<file path="src/rtl/reg_writeback_ctrl.sv">
// reg_writeback_ctrl: arbitrates WB-stage and MDU results onto one register-file write port.
// Optional combinational bypass from the MDU queue is compiled only when WB_BYPASS_EN is defined.
module reg_writeback_ctrl (
  input  logic        clk,
  input  logic        rst,
  input  logic        pipe_valid,
  input  logic [4:0]  pipe_reg,
  input  logic [31:0] pipe_data,
  input  logic        mdu_valid,
  input  logic [4:0]  mdu_reg,
  input  logic [31:0] mdu_data,
  output logic        mdu_ready,
  output logic        RegWrite,
  output logic [4:0]  WriteReg,
  output logic [31:0] WriteData,
  input  logic [4:0]  rd_reg1,
  input  logic [4:0]  rd_reg2,
  output logic        pend1,
  output logic        pend2,
  output logic        byp1_valid,
  output logic [31:0] byp1_data,
  output logic        byp2_valid,
  output logic [31:0] byp2_data
);
  logic [4:0]  q_reg [4];
  logic [31:0] q_data [4];
  logic [3:0]  q_live;
  logic [1:0]  rptr, wptr;
  logic [2:0]  count;
  logic        pipe_wr, mdu_en, pop, enq;
  assign mdu_ready = rst && (count < 3'd4);
  assign mdu_en    = mdu_valid && mdu_ready && (mdu_reg != '0);
  assign pipe_wr   = pipe_valid && (pipe_reg != '0);
  assign pop       = !pipe_wr && (count != '0);
  assign enq       = mdu_en && (pipe_wr || count != '0);
  // An MDU result accepted this cycle is treated as already queued.
  function automatic logic hit(input logic [4:0] r);
    hit = mdu_en && (mdu_reg == r);
    for (int i = 0; i < 4; i++)
      hit = hit || (q_live[i] && q_reg[i] == r);
    hit = hit && rst && (r != '0);
  endfunction
  always_comb begin
    pend1 = hit(rd_reg1);
    pend2 = hit(rd_reg2);
  end
`ifdef WB_BYPASS_EN
  function automatic logic [31:0] fwd(input logic [4:0] r);
    fwd = '0;
    for (int i = 0; i < 4; i++)
      if (q_live[i] && q_reg[i] == r) fwd = q_data[i];
    if (mdu_en && mdu_reg == r) fwd = mdu_data;
  endfunction
  always_comb begin
    byp1_valid = pend1;
    byp2_valid = pend2;
    byp1_data  = pend1 ? fwd(rd_reg1) : '0;
    byp2_data  = pend2 ? fwd(rd_reg2) : '0;
  end
`else
  assign byp1_valid = 1'b0;
  assign byp2_valid = 1'b0;
  assign byp1_data  = '0;
  assign byp2_data  = '0;
`endif
  always_ff @(posedge clk or negedge rst)
    if (!rst) begin
      for (int i = 0; i < 4; i++) begin
        q_reg[i]  <= '0;
        q_data[i] <= '0;
      end
      q_live    <= '0;
      rptr      <= '0;
      wptr      <= '0;
      count     <= '0;
      RegWrite  <= 1'b0;
      WriteReg  <= '0;
      WriteData <= '0;
    end else begin
      // Any newer write to a register supersedes older queued results for it.
      for (int i = 0; i < 4; i++)
        if ((pipe_wr && q_reg[i] == pipe_reg) || (mdu_en && q_reg[i] == mdu_reg)) q_live[i] <= 1'b0;
      if (pipe_wr) begin
        RegWrite  <= 1'b1;
        WriteReg  <= pipe_reg;
        WriteData <= pipe_data;
      end else if (pop) begin
        RegWrite <= q_live[rptr];
        if (q_live[rptr]) begin
          WriteReg  <= q_reg[rptr];
          WriteData <= q_data[rptr];
        end
        q_live[rptr] <= 1'b0;
        rptr         <= rptr + 2'd1;
      end else if (mdu_en) begin
        RegWrite  <= 1'b1;
        WriteReg  <= mdu_reg;
        WriteData <= mdu_data;
      end else
        RegWrite <= 1'b0;
      if (enq) begin
        q_reg[wptr]  <= mdu_reg;
        q_data[wptr] <= mdu_data;
        q_live[wptr] <= !(pipe_wr && pipe_reg == mdu_reg);
        wptr         <= wptr + 2'd1;
      end
      count <= count + {2'b0, enq} - {2'b0, pop};
    end
endmodule

</file>
<file path="config.mk">
export PLATFORM = sky130hd
export DESIGN_NAME = reg_writeback_ctrl
export DESIGN_NICKNAME = d
export VERILOG_FILES = /design/src/rtl/reg_writeback_ctrl.sv
export SDC_FILE = /design/constraint.sdc
export NUM_CORES = 1
export LEC_CHECK = 0
export ABC_CLOCK_PERIOD_IN_PS = 5900
export CELL_PAD_IN_SITES_DETAIL_PLACEMENT = 1
export CELL_PAD_IN_SITES_GLOBAL_PLACEMENT = 1
export CORE_MARGIN = 4
export CORE_UTILIZATION = 45
export DETAILED_ROUTE_END_ITERATION = 16
export GPL_TIMING_DRIVEN = 0
export HOLD_SLACK_MARGIN = 0.03
export PLACE_DENSITY_LB_ADDON = 0.1
export SLEW_MARGIN = 20
export SYNTH_ARGS = -nofsm -noshare
export SYNTH_HDL_FRONTEND = slang
export SYNTH_SLANG_ARGS = --single-unit
</file>
<file path="constraint.sdc">
create_clock -name clk -period 5.9 [get_ports clk]
set_input_delay 1.18 -clock clk [delete_from_list [all_inputs] [get_ports clk]]
set_output_delay 1.18 -clock clk [all_outputs]
set_load 0.01 [all_outputs]
</file>
After elaboration in Yosys (flattened, before gate mapping)

Index checks and enable logic that the tools add are counted.

Add/sub/neg operators: 4
Magnitude comparators: 8
Equal/unequal tests: 20
Multiplexer cells: 37
Bitwise gates (word level): 5
Reduce and logical (&&, ||, !) cells: 55

Operators with widths:

| cell                | count |
|---|---|
| $mux 32             | 7 |
| $bwmux 128          | 1 |
| $eq 5x5->1          | 19 |
| $bmux 32 s2         | 1 |
| $demux 32 s2        | 1 |
| $mux 5              | 7 |
| $logic_and 1x1->1   | 32 |
| $bwmux 20           | 1 |
| $reduce_bool 5->1   | 4 |
| $logic_or 1x1->1    | 13 |
| $mux 4              | 3 |
| $bmux 5 s2          | 1 |
| $demux 5 s2         | 1 |
| $mux 1              | 10 |
| $ge 3x3->1 const B  | 2 |
| $lt 2x3->1 const B  | 2 |
| $not 2->3           | 2 |
| $reduce_bool 3->1   | 2 |
| $add 2x1->2 const B | 2 |
| $and 4x4->4         | 1 |
| $bwmux 4            | 1 |
| $demux 1 s2         | 2 |
| $ge 2x1->1 const B  | 2 |
| $not 4->4           | 1 |
| 9 further kinds     | 11 |

Register bits: 197
Input port bits: 88
Output and inout port bits: 107

Depth between registers and ports, before layout

Word-level depth: 12
Mapped depth: 13

Least setup slack after synthesis

No wires, ideal clock.

Path type: input-to-reg
Start: input pipe_reg[3]
End: register count[2]
Arrival time: 3.664 ns
Path slack: 2.111 ns
Stages on the path: 13
Buffers on the path: 2
Cells stage by stage: buf_2 -> or4_1 -> o21ai_4 -> clkbuf_1 -> nand2_1 -> inv_1 -> ha_1 -> inv_1 -> ha_1 -> inv_1 -> fa_1 -> xnor2_1 -> xnor2_1

Word-level cells in the longest chain between the ends: 6
Elaborated cells between the ends (all ways): 8
Classes of those cells: add/sub (2); reduce/logical (6)

RTL lines:

| element              | line | source |
|---|---|---|
| from (decl)          | 7    | `input logic [4:0] pipe_reg,` |
| $reduce_bool 5->1 *  | 33   | `assign pipe_wr = pipe_valid && (pipe_reg != '0);` |
| $logic_and 1x1->1 *  | 33   |  |
| $logic_or 1x1->1     | 35   | `assign enq = mdu_en && (pipe_wr \|\| count != '0);` |
| $logic_and 1x1->1    | 35   |  |
| $add 3x1->3          | 107  | `count <= count + {2'b0, enq} - {2'b0, pop};` |
| $sub 3x1->3 *        | 107  |  |
| to (signal assigned) | 107  |  |
| to (decl)            | 29   | `logic [2:0] count;` |

Mark *: on every way between the ends. The rest lies on a longest branch, timed or not.
A chain may end at the register's enable or synchronous reset.

Worst setup path after layout

Start: input rst
End: output pend2

Word-level cells in the longest chain between the ends: 10

RTL lines:

| element                          | line | source |
|---|---|---|
| from (decl)                      | 5    | `input logic rst,` |
| $logic_and 1x1->1                | 31   | `assign mdu_ready = rst && (count < 3'd4);` |
| $logic_and 1x1->1 (2 in a row)   | 32   | `assign mdu_en = mdu_valid && mdu_ready && (mdu_reg != '0);` |
| $logic_and 1x1->1                | 38   | `hit = mdu_en && (mdu_reg == r);` |
| $logic_or 1x1->1 (4 in a row)    | 40   | `hit = hit \|\| (q_live[i] && q_reg[i] == r);` |
| $logic_and 1x1->1 * (2 in a row) | 41   | `hit = hit && rst && (r != '0);` |
| to (decl)                        | 19   | `output logic pend2,` |

Marks and branches as above.

==> impl_metrics.csv <==
group,metric,value,unit
sta,slew_viol_final,0,
route,drtIter0Drc,377,
cts,ctsResizeCount,0,
cts,holdBufCountCts,0,
final_layout,final_core_util,56.18,%
worst_setup_path,worstPathRequired,4.72,ns
cts,clockBufferDepth,2,
grt,grt_max_degree,95,
power,swShare,36.82,%
power,power.leakage,5.702,nW
grt,grtUsageMet3,3.886,%
final_layout,num-nets-final,1259,
power,pwr-share-comb,46.0,%
sta,final-setup-viol-count,0,
hold_path,hold_class,"flop to flop",
grt,grt_pass1_vias,8660,
floorplanning,pin_count,195,
logic_synthesis,netlist_area,10850,sq um
route,vias_per_cell,5.270,
route,ant_nets,0,
worst_setup_path,path_delay_family,"buffers and inverters",
grt,overflow,0,
worst_setup_path,slowest_stage,"clkdlybuf4s50_1",
sta,period_needed,5.371,ns
floorplanning,fp.dieH,163.2,um
cts,cts_setup_buffers,0,
placement,post-dp-hpwl,21.27,mm
power,clockPowerShare,17.8,%
route,drc_errors,0,
cts,cts_max_level,4,
sta,worst_pin_slew,0.9049,ns
worst_setup_path,arrival,4.19,ns
worst_setup_path,max_stage_delay,0.53,ns
worst_setup_path,path_cells,"buf_8, buf_16, buf_16, nor2b_1, o211ai_1, buf_2, nor4_1, o221a_2, clkdlybuf4s50_1",
power,internal_power,4.128,mW
logic_synthesis,synth_cell_types,35,
floorplanning,fp-row-count,56,
worst_setup_path,rrSetupSlack,2.88,ns
job,cap_violations,0,
floorplanning,fp.dieW,163.2,um
logic_synthesis,ys_seq_area_share,45.45,%
worst_setup_path,worstSetupEndpointType,"output port",
worst_setup_path,worst-path-buf-inv,5,
power,power_frac_seq,36.2,%
final_layout,final_common_cell,"dfrtp_1",
grt,grt_usage,23.45,%
grt,grtUsageMet2,40.25,%
logic_synthesis,yosys_warnings,0,
sta,skew,0.01711,ns
grt,grt_pass1_wl,48.93,mm
cts,numClockSinks,197,
floorplanning,dieArea,26650,sq um
route,first_pass_iters,4,
cts,cts_buffers,17,
logic_synthesis,avgSynthCellArea,11.29,sq um
route,wl_per_cell,20.31,um
grt,busiest_layer,"met2",
floorplanning,initial_core_util,45.93,%
final_layout,final_cell_mix,"197 x dfrtp_1, 116 x mux2_2, 112 x clkdlybuf4s50_1",
cts,path_clk_slew,0.08,ns
grt,gr-usage-met1,30.82,%
cts,cts_root_buf,"clkbuf_16",
final_layout,largest_register_ff_count,128,
power,ir_worst_vdd,0.2622,mV
worst_setup_path,crit_fanout,94,
cts,clk_latency,0.45,ns
sta,max_slew_margin,39.67,%
placement,io_buffers,113,
logic_synthesis,synthCells,961,
final_layout,antenna_cells,0,
sta,timing.fmax,0.1862,GHz
logic_synthesis,ys_seq_elements,197,
route,totalWireLength,30.30,mm
sta,worst_slack,0.5294,ns
worst_setup_path,cpMostUsedCell,"buf_16",
floorplanning,core-area,23610,sq um
sta,rsz0062_at_grt,"false",
sta,finalCritPeriodShare,91.03,%
sta,hold_violations,0,
power,p_per_area,492.6,nW/um^2
route,vias,7863,
cts,cts_tree,"yes",
outcome,status,"complete, no violations",
final_layout,drive_gt1_share,23.96,%
power,switchingPower,2.406,mW
placement,gp_congestion,0.8296,
worst_setup_path,worstSetupStartpointType,"input port",
grt,antenna_found_initial,0,
final_layout,area_growth,22.32,%
worst_setup_path,worstSetupPathType,"input port to output port",
placement,dpl_worst_slack,0.3802,ns
[power groups by stage]
stage               sequential (mW)  clock [mW]  combinational, mW
floorplan                      2.34           0               2.04
global placement               2.36           0               2.92
detailed placement             2.38           0               3.01
CTS                            2.37        1.18               3.04
global route                   2.45        1.24               3.30
finish                         2.37        1.16               3.00
[final cells by class]
type	instances	area, sq um
clock inverters	14	157.7
repair buffers	115	1191
clock buffers	18	429.2
plain buffers	157	875.8
flip-flops and latches	197	4930
fillers	2589	10350
well taps	319	399.1
multi-input cells	659	5235
inverters	13	48.80
[cell usage after synthesis (all sizes together)]
library cell  instances  area, sq um
fa                    1        20.02
nand2                77        289.0
a21oi                36        180.2
conb                  1        3.750
nor2b                 1        6.260
o211ai                2        15.01
dfrtp               197         4930
a211oi                4        30.03
or4                   5        37.54
nor2                 37        138.9
ha                   10        125.1
buf                 109        695.7
o21ai                42        221.5
xnor2                41        359.1
o221a                 2        22.52
mux2                148         1667
o41ai                 4        35.03
inv                  13        48.80
a32oi                 2        17.52
nand3                61        305.3
mux4                 38        855.8
a31oi                 2        12.51
or3                   1        6.260
nand4                 2        12.51
clkbuf               48        180.2
o31ai                 4        30.03
nor4                 10        62.56
xor2                 58        508.0
nor3                  5        30.03
[cells by family (layout without fill, tap and decap cells)]
| logic type | count (synthesis) | in the layout | share of synthesized area, % |
|---|---|---|---|
| other cells | 1 | 66 | 0.03458 |
| compound gates | 98 | 98 | 5.203 |
| fa+ha+maj | 11 | 11 | 1.338 |
| mux | 186 | 186 | 23.26 |
| flops | 197 | 197 | 45.45 |
| simple gates | 199 | 199 | 8.191 |
| buf+inv | 170 | 317 | 8.526 |
| xor+xnor | 99 | 99 | 7.995 |
[per-layer routing]
metal  part of all wire (%)  vias to the layer above
met5                      0                        -
met2                     50                      184
met1                     44                     4053
met4                    2.1                        0
li1                       -                     3587
met3                    4.0                       39
[final timing paths]
path	start	to	cells past startpoint
worst max-delay path	rst	pend2	9
worst min-delay path	q_data[27]	q_data[27]	1
worst max register to register	count[1]	count[2]	11
worst min register to register	q_data[27]	q_data[27]	1
max in group asynchronous	rst	q_data[6]	3
min in group asynchronous	rst	WriteData[27]	1
[through the flow]
stage	std cells	hold WS (ns)	total power [mW]	setup TNS, ns	cell area, sq um
6_report	1492	0.4849	6.535	0	13270
5_1_grt	1492	0.5058	6.996	0	13270
4_1_cts	1492	0.4896	6.588	0	13270
3_5_place_dp	1460	0.4738	5.397	0	12680
3_3_place_gp	1458	0.4627	5.275	-2036.84	12620
2_1_floorplan	1026	0.4524	4.373	0	11090
No activity file was read; power rests on OpenSTA's default activity.
